`src/rtl/mem_access_stage.sv`:
```
// mem_access_stage
//
// Memory stage directly downstream of the ALU. Each accepted execute
// result takes one of three paths:
//   - non-memory op: the ALU result is passed to writeback one cycle later
//   - LW/SW with a misaligned word address: an exception entry is produced
//     one cycle later and no bus request is issued
//   - aligned LW/SW: a request is issued on the data bus and the stage
//     stalls upstream until the bus reports data_ok
// The writeback entry is a single registered slot; out_valid pulses for
// exactly one cycle per completed instruction, and the payload fields hold
// their last value in between pulses.
//
// Ports:
//   clk, reset          system clock, synchronous active-high reset
//   in_valid/in_ready   execute-result handshake (in_ready high only in IDLE)
//   in_op               ALU op code, compared against F6_LW / F6_SW
//   in_result           ALU result: word address for LW/SW, data otherwise
//   in_store_data       rt value written by SW
//   in_dst, in_wen      destination register and its write enable
//   dreq_*              data bus request (valid/addr/strobe/data)
//   dresp_data_ok       bus completed the outstanding request
//   dresp_data          load data, valid together with dresp_data_ok
//   out_valid           one-cycle writeback pulse
//   out_data/dst/wen    writeback payload
//   out_exc             address-misaligned exception flag

package mem_stage_pkg;
  localparam logic [5:0] F6_ADD = 6'h20;
  localparam logic [5:0] F6_LW  = 6'h23;
  localparam logic [5:0] F6_SW  = 6'h2B;
endpackage

module mem_access_stage
  import mem_stage_pkg::*;
#(
  parameter int unsigned ADDR_W = 32
) (
  input  logic              clk,
  input  logic              reset,

  input  logic              in_valid,
  output logic              in_ready,
  input  logic [5:0]        in_op,
  input  logic [31:0]       in_result,
  input  logic [31:0]       in_store_data,
  input  logic [4:0]        in_dst,
  input  logic              in_wen,

  output logic              dreq_valid,
  output logic [ADDR_W-1:0] dreq_addr,
  output logic [3:0]        dreq_strobe,
  output logic [31:0]       dreq_data,
  input  logic              dresp_data_ok,
  input  logic [31:0]       dresp_data,

  output logic              out_valid,
  output logic [31:0]       out_data,
  output logic [4:0]        out_dst,
  output logic              out_wen,
  output logic              out_exc
);

  typedef enum logic [0:0] {
    IDLE = 1'b0,
    WAIT = 1'b1
  } state_t;

  state_t state;
  state_t state_n;

  // Decode of the incoming execute result
  logic is_load;
  logic is_store;
  logic is_mem;
  logic misaligned;

  // One-hot actions chosen for the coming edge
  logic take_pass;
  logic take_exc;
  logic start_req;
  logic finish_req;

  // Context of the outstanding bus transaction
  logic [4:0] pend_dst;
  logic       pend_wen;
  logic       pend_load;

  assign is_load    = (in_op == F6_LW);
  assign is_store   = (in_op == F6_SW);
  assign is_mem     = is_load || is_store;
  assign misaligned = (in_result[1:0] != 2'b00);

  assign in_ready   = (state == IDLE);

  // State register
  always_ff @(posedge clk) begin
    if (reset) begin
      state <= IDLE;
    end else begin
      state <= state_n;
    end
  end

  // Next state and action select. dresp_data_ok is only looked at in WAIT,
  // so a stray data_ok while IDLE has no effect.
  always_comb begin
    state_n    = state;
    take_pass  = 1'b0;
    take_exc   = 1'b0;
    start_req  = 1'b0;
    finish_req = 1'b0;
    case (state)
      IDLE: begin
        if (in_valid) begin
          if (!is_mem) begin
            take_pass = 1'b1;
          end else if (misaligned) begin
            take_exc = 1'b1;
          end else begin
            start_req = 1'b1;
            state_n   = WAIT;
          end
        end
      end
      WAIT: begin
        if (dresp_data_ok) begin
          finish_req = 1'b1;
          state_n    = IDLE;
        end
      end
    endcase
  end

  // Bus request registers: loaded on issue and held untouched while
  // waiting, so addr/strobe/data stay stable for the whole transaction.
  always_ff @(posedge clk) begin
    if (reset) begin
      dreq_valid  <= 1'b0;
      dreq_addr   <= '0;
      dreq_strobe <= '0;
      dreq_data   <= '0;
      pend_dst    <= '0;
      pend_wen    <= 1'b0;
      pend_load   <= 1'b0;
    end else if (start_req) begin
      dreq_valid  <= 1'b1;
      dreq_addr   <= in_result[ADDR_W-1:0];
      dreq_strobe <= is_store ? 4'b1111 : 4'b0000;
      dreq_data   <= is_store ? in_store_data : '0;
      pend_dst    <= in_dst;
      pend_wen    <= in_wen;
      pend_load   <= is_load;
    end else if (finish_req) begin
      dreq_valid  <= 1'b0;
    end
  end

  // Writeback slot. out_valid defaults low each cycle; the payload is only
  // rewritten when a completion happens, so it holds between pulses.
  always_ff @(posedge clk) begin
    if (reset) begin
      out_valid <= 1'b0;
      out_data  <= '0;
      out_dst   <= '0;
      out_wen   <= 1'b0;
      out_exc   <= 1'b0;
    end else begin
      out_valid <= 1'b0;
      if (take_pass) begin
        out_valid <= 1'b1;
        out_data  <= in_result;
        out_dst   <= in_dst;
        out_wen   <= in_wen;
        out_exc   <= 1'b0;
      end else if (take_exc) begin
        // Faulting access reports the offending address and never writes
        out_valid <= 1'b1;
        out_data  <= in_result;
        out_dst   <= in_dst;
        out_wen   <= 1'b0;
        out_exc   <= 1'b1;
      end else if (finish_req) begin
        out_valid <= 1'b1;
        out_data  <= pend_load ? dresp_data : '0;
        out_dst   <= pend_dst;
        out_wen   <= pend_load ? pend_wen : 1'b0;
        out_exc   <= 1'b0;
      end
    end
  end

endmodule

```
`config.mk`:
```
export PLATFORM = sky130hd
export DESIGN_NAME = mem_access_stage
export DESIGN_NICKNAME = d
export VERILOG_FILES = /design/src/rtl/mem_access_stage.sv
export SDC_FILE = /design/constraint.sdc
export NUM_CORES = 1
export LEC_CHECK = 0
export ABC_AREA = 0
export CAP_MARGIN = 20
export CORE_ASPECT_RATIO = 0.7
export CORE_UTILIZATION = 39
export DETAILED_ROUTE_END_ITERATION = 6
export PLACE_DENSITY = 0.89
export RECOVER_POWER = 25
export SLEW_MARGIN = 0
export SYNTH_ARGS = -nofsm -noshare
export SYNTH_HDL_FRONTEND = slang
export SYNTH_SLANG_ARGS = --single-unit
```
`constraint.sdc`:
```
create_clock -name clk -period 2.5 [get_ports clk]
set_clock_uncertainty 0.1 [all_clocks]
set_input_delay 0.25 -clock clk [delete_from_list [all_inputs] [get_ports clk]]
set_output_delay 0.25 -clock clk [all_outputs]
set_load 0.02 [all_outputs]
```
Yosys cells after proc, flatten, opt, wreduce, memory -nomap -nowiden
Cells that the tools add are included.
- multiplexer cells: 34
- bitwise operators: 1
- reductions and logical operators: 6
- equality and inequality tests: 2
- operators by type and width (operator ; count):
    $mux W32 ; 5
    $mux W1 ; 24
    $mux W5 ; 3
    $eq A6 B6 Y1 const B ; 2
    $reduce_bool A2 Y1 ; 3
    $mux W4 ; 1
    $reduce_bool A3 Y1 ; 1
    $pmux W1 S2 ; 1
    $reduce_or A2 Y1 ; 1
    $logic_or A1 B1 Y1 ; 1
    $not A1 Y1 ; 1
- logic and storage cells: 56
- register bits after elaboration: 117
- input bits: 112
- output and inout port bits: 110

Logic depth before layout (Yosys ltp)
- depth in word-level cells: 7
- depth in mapped cells: 6
- depth with buffers taken out: 4

Worst setup path before layout
No wires, ideal clock.
- path type: input to register
- start: in in_result[0]
- end: reg dreq_addr[10]
- path buffers: 2
- data required time: 2.268 ns
- setup time: 0.132 ns
- data arrival time: 1.609 ns
- stages: 6
- setup slack: 0.659 ns
- cell sequence: or4b_4 > or3_1 > clkbuf_1 > clkbuf_1 > nand2_1 > a21oi_1
- cells in the longest elaborated chain, start to end: 5
- ends and longest elaborated chain (what ; line ; text):
    start: declaration ; 45 ; input logic [31:0] in_result,
    $reduce_bool A2 Y1 ; 92 ; assign misaligned = (in_result[1:0] != 2'b00);
    $mux W1 ; 118 ; end else if (misaligned) begin
    $mux W1 ; 116 ; if (!is_mem) begin
    $mux W1 ; 115 ; if (in_valid) begin
    $mux W1 ; 113 ; case (state)
    end signal: assignment ; 148 ; dreq_addr <= in_result[ADDR_W-1:0];
    end: declaration ; 51 ; output logic [ADDR_W-1:0] dreq_addr,
Every way passes these cells.
A chain may end at the register's enable or synchronous reset.

Worst setup path in the final report
- start: in in_result[0]
- end: reg out_dst[3]
- cells in the longest elaborated chain, start to end: 7
- elaborated cells on any way between the ends: 8
- classes of those cells: 6 x mux; 2 x reduce/logical
- ends and longest elaborated chain (what ; line ; text):
    $reduce_bool A2 Y1 (*) ; 92 ;
    $mux W1 (*) ; 118 ;
    $mux W1 (*) ; 116 ;
    $mux W1 (*) ; 115 ;
    $mux W1 (*) ; 113 ;
    $mux W5 ; 176 ; end else if (take_exc) begin
    $mux W5 ; 170 ; if (take_pass) begin
    end signal: assignment ; 173 ; out_dst <= in_dst;
    end signal: assignment ; 180 ; out_dst <= in_dst;
    end signal: assignment ; 186 ; out_dst <= pend_dst;
    end: declaration ; 59 ; output logic [4:0] out_dst,
Every way passes the cells marked *; elsewhere a longest branch is shown, timed or not.

==> metrics.log <==
[metrics] status: complete, no violations
[metrics] count of antenna diodes in the layout: 0
[metrics] total of endpoints with negative setup slack in the final report: 0
[metrics] post-synthesis net count: 595
[metrics] endpoint type of the worst setup path: flip-flop
[metrics] unrepaired setup endpoints after global routing: no
[metrics] standard cell area after detailed placement: 6588 um^2
[metrics] crit start category: primary input
[metrics] width of the chip: 126.6 um
[metrics] global-route wire length before repair: 19950 um
[metrics] die footprint: around 11000 um^2
[metrics] number of antenna-violating nets in the routed design: 0
[metrics] Area Overhead vs Synth: 69.17%
[metrics] warnings from Yosys: 0
[metrics] final net count: 806
[metrics] mean number of vias per cell: 5.176
[metrics] Final Core Density: 68.52%
[metrics] share of the cycle needed by the critical path after routing: 86.71%
[metrics] drt drc: 0
[metrics] number of standard-cell rows in the floorplan: 31
[metrics] Routed Wire Length: approximately 13000 um
[metrics] Bufs on Longest Clock Path: 2
[metrics] Worst-path clk slew: 0.06 ns
[metrics] Setup TNS: 0 ns
[metrics] half-perimeter wire length of the detailed placement result: 9590 um
[metrics] clock buffer count from CTS: 17
[metrics] most instantiated library cell after synthesis: sky130_fd_sc_hd__nand2_1
[metrics] Global Route Usage Sum: a little under a quarter
[metrics] unique cell type count in the Yosys netlist: 28
[metrics] IR drop worst, VDD: 0.0004566 V
[metrics] core region area: 10470 um^2
[metrics] clock root buffer master: sky130_fd_sc_hd__clkbuf_16
[metrics] cell count after placement: 807
[metrics] CTS H-tree depth: 4
[metrics] total vias in the final route: 4343
[metrics] Num Clock Sinks: about 110
[metrics] critical path class: primary input to flip-flop
[metrics] leakage power: approximately 2.7 nW
[metrics] synthesized netlist cell count: 483
[metrics] minimum hold slack: 0.2276 ns
[metrics] post-CTS sizing: 0
[metrics] starting utilization of the core area: 40.50%
[metrics] maximum number of pins on one net before global-route repair: a little under 70
[metrics] Highest Clock Rate: 461.3 MHz
[metrics] count of input and output buffers: 221
[metrics] worst path required time: 2.71 ns
[metrics] starting DRC count in detailed routing: 206
[metrics] Clock Latency Late Sink: 0.41 ns
[metrics] Slew Limit Fails: 0
[metrics] leftover overflow at the end of global routing: 0
[metrics] post-route worst setup slack: 0.3323 ns
[metrics] commonest register cell after synthesis: sky130_fd_sc_hd__dfxtp_1
[metrics] overall die height: 89.26 um
[metrics] top cells by count, synth: 123 x sky130_fd_sc_hd__nand2_1, 114 x sky130_fd_sc_hd__dfxtp_1, 73 x sky130_fd_sc_hd__a21oi_1
[metrics] share of Yosys cell area claimed by the top area cell type: a little over half
[metrics] worst hold path class: primary input to flip-flop
[metrics] post-synthesis register bit count: 114
[metrics] proportion of layout cells with a drive suffix above 1: 7.496%
[metrics] Post CTS Setup Buffer Count: 0
[metrics] Reg2Reg Depth: 5
[metrics] arrival time at the worst endpoint: 2.37 ns
[metrics] Syn Area/Cell: slightly below 9 um^2
[metrics] cell type with the largest total area after synthesis: sky130_fd_sc_hd__dfxtp_1
[metrics] number of flops mapped to enable cells by yosys: 0
[metrics] pre-CTS setup slack: 0.04143 ns
[metrics] Worst Max-Slew Pin Slew: 0.7012 ns
[metrics] post-synthesis sequential area ratio: 53.81%
[metrics] CTS hold repair buffers: 0
[metrics] vias in the first global route: 4023
[metrics] total power of the final layout: ~4.7 mW
[metrics] fraction of synthesis flops using an asynchronous set or reset pin: 0%
[metrics] worst slew slack as a fraction of its limit: approximately 53%
[metrics] weighted congestion at the end of routability-driven global placement: 0.7937
[metrics] cell types occupying the most area after synthesis: sky130_fd_sc_hd__dfxtp_1 54%, sky130_fd_sc_hd__nand2_1 11%, sky130_fd_sc_hd__a21oi_1 8.6%
[metrics] WHS Path Cells: 3
[metrics] Pwr per Cell Area: 657.4 nW/um^2
[metrics] worst-path maximum fanout: 14
[metrics] DR pass1 iterations: 5
[metrics] number of hold-slack violations in the final timing report: 0
[metrics] CTS tree: yes
[metrics] Max-cap violations: 0
[metrics] shortest period the worst path allows: 2.168 ns
[metrics] final design instance area without fill: 7176 um^2
[metrics] setup slack, reg-to-reg: around 0.7 ns
[metrics] mean routed wirelength per cell: about 16 um
[metrics] Cell Count, Final, Fillers Out: 839
[metrics] count of boundary I/O pins: 222
[metrics] initial antenna violation count: 0
[metrics] Netlist Area Pre-Place: 4242 um^2
==> sequential cells by signal, indices dropped and copies added (netlist names), 5 cells and up <==
| signal | flops |
|---|---|
| dreq_data | 32 |
| out_data | 32 |
| dreq_addr | 32 |
| out_dst | 5 |
| pend_dst | 5 |
==> layout make-up <==
class	count	area, um^2
Inverter	1	3.754
Fill cell	779	3297
Tap cell	132	165.2
Clock inverter	14	156.4
Sequential cell	114	2282
Multi-Input combinational cell	325	1767
Clock buffer	18	439.2
Timing Repair Buffer	235	2362
==> power by group <==
| part | switching, mW | total, mW | internal, mW |
|---|---|---|---|
| logic | 0.182 | 0.446 | 0.264 |
| registers | 0.0240 | 1.88 | 1.86 |
| clock network | 0.884 | 2.39 | 1.50 |
==> cell usage in the layout (no fill, tap or decap), types with 3 or more instances in the layout <==
cell type                         Yosys  routed
sky130_fd_sc_hd__clkinv_4             0       4
sky130_fd_sc_hd__a21oi_1             73      73
sky130_fd_sc_hd__nand3_1             32      32
sky130_fd_sc_hd__a221o_1             30      30
sky130_fd_sc_hd__and2_1              31      31
sky130_fd_sc_hd__a311oi_1             5       5
sky130_fd_sc_hd__clkinvlp_4           0       4
sky130_fd_sc_hd__inv_6                0       3
sky130_fd_sc_hd__dlygate4sd3_1        0      53
sky130_fd_sc_hd__nor2_1               9       8
sky130_fd_sc_hd__nand2_1            123     123
sky130_fd_sc_hd__nor3b_1              4       3
sky130_fd_sc_hd__buf_12               0       3
sky130_fd_sc_hd__buf_4                6       8
sky130_fd_sc_hd__dfxtp_1            114     114
sky130_fd_sc_hd__clkbuf_16            0      17
sky130_fd_sc_hd__clkdlybuf4s50_1      0     167
==> routing by layer <==
| layer | wire (um) | vias up | global-route usage, % |
|---|---|---|---|
| met5 | 0 | - | 0 |
| met4 | 206 | 0 | 8.981 |
| met3 | 1077 | 25 | 8.498 |
| met2 | 6302 | 197 | 38.47 |
| met1 | 5674 | 2023 | 27.53 |
| li1 | - | 2098 | - |
==> worst max-delay path, cell delays in order <==
cell,delay (ns)
sky130_fd_sc_hd__clkdlybuf4s50_1,0.47
sky130_fd_sc_hd__or4b_4,0.61
sky130_fd_sc_hd__o21ai_4,0.17
sky130_fd_sc_hd__clkbuf_1,0.51
sky130_fd_sc_hd__nor2_1,0.08
sky130_fd_sc_hd__a311oi_1,0.28
==> final timing paths <==
path | startpoint | end
setup / recovery | in_result[0] | out_dst[3]$_SDFFE_PP0P_
hold / removal | reset | dreq_addr[23]$_SDFFE_PP0P_
setup reg to reg | state$_SDFF_PP0_ | dreq_addr[27]$_SDFFE_PP0P_
hold reg to reg | dreq_data[29]$_SDFFE_PP0P_ | dreq_data[29]$_SDFFE_PP0P_
==> cells by family after synthesis <==
group                  synth area share [%]
AO/OA/AOI/OAI                         18.58
buffers and inverters                 4.897
flip-flops                            53.81
AND/OR/NAND/NOR                       22.71
(Power assumes the default switching activity.)
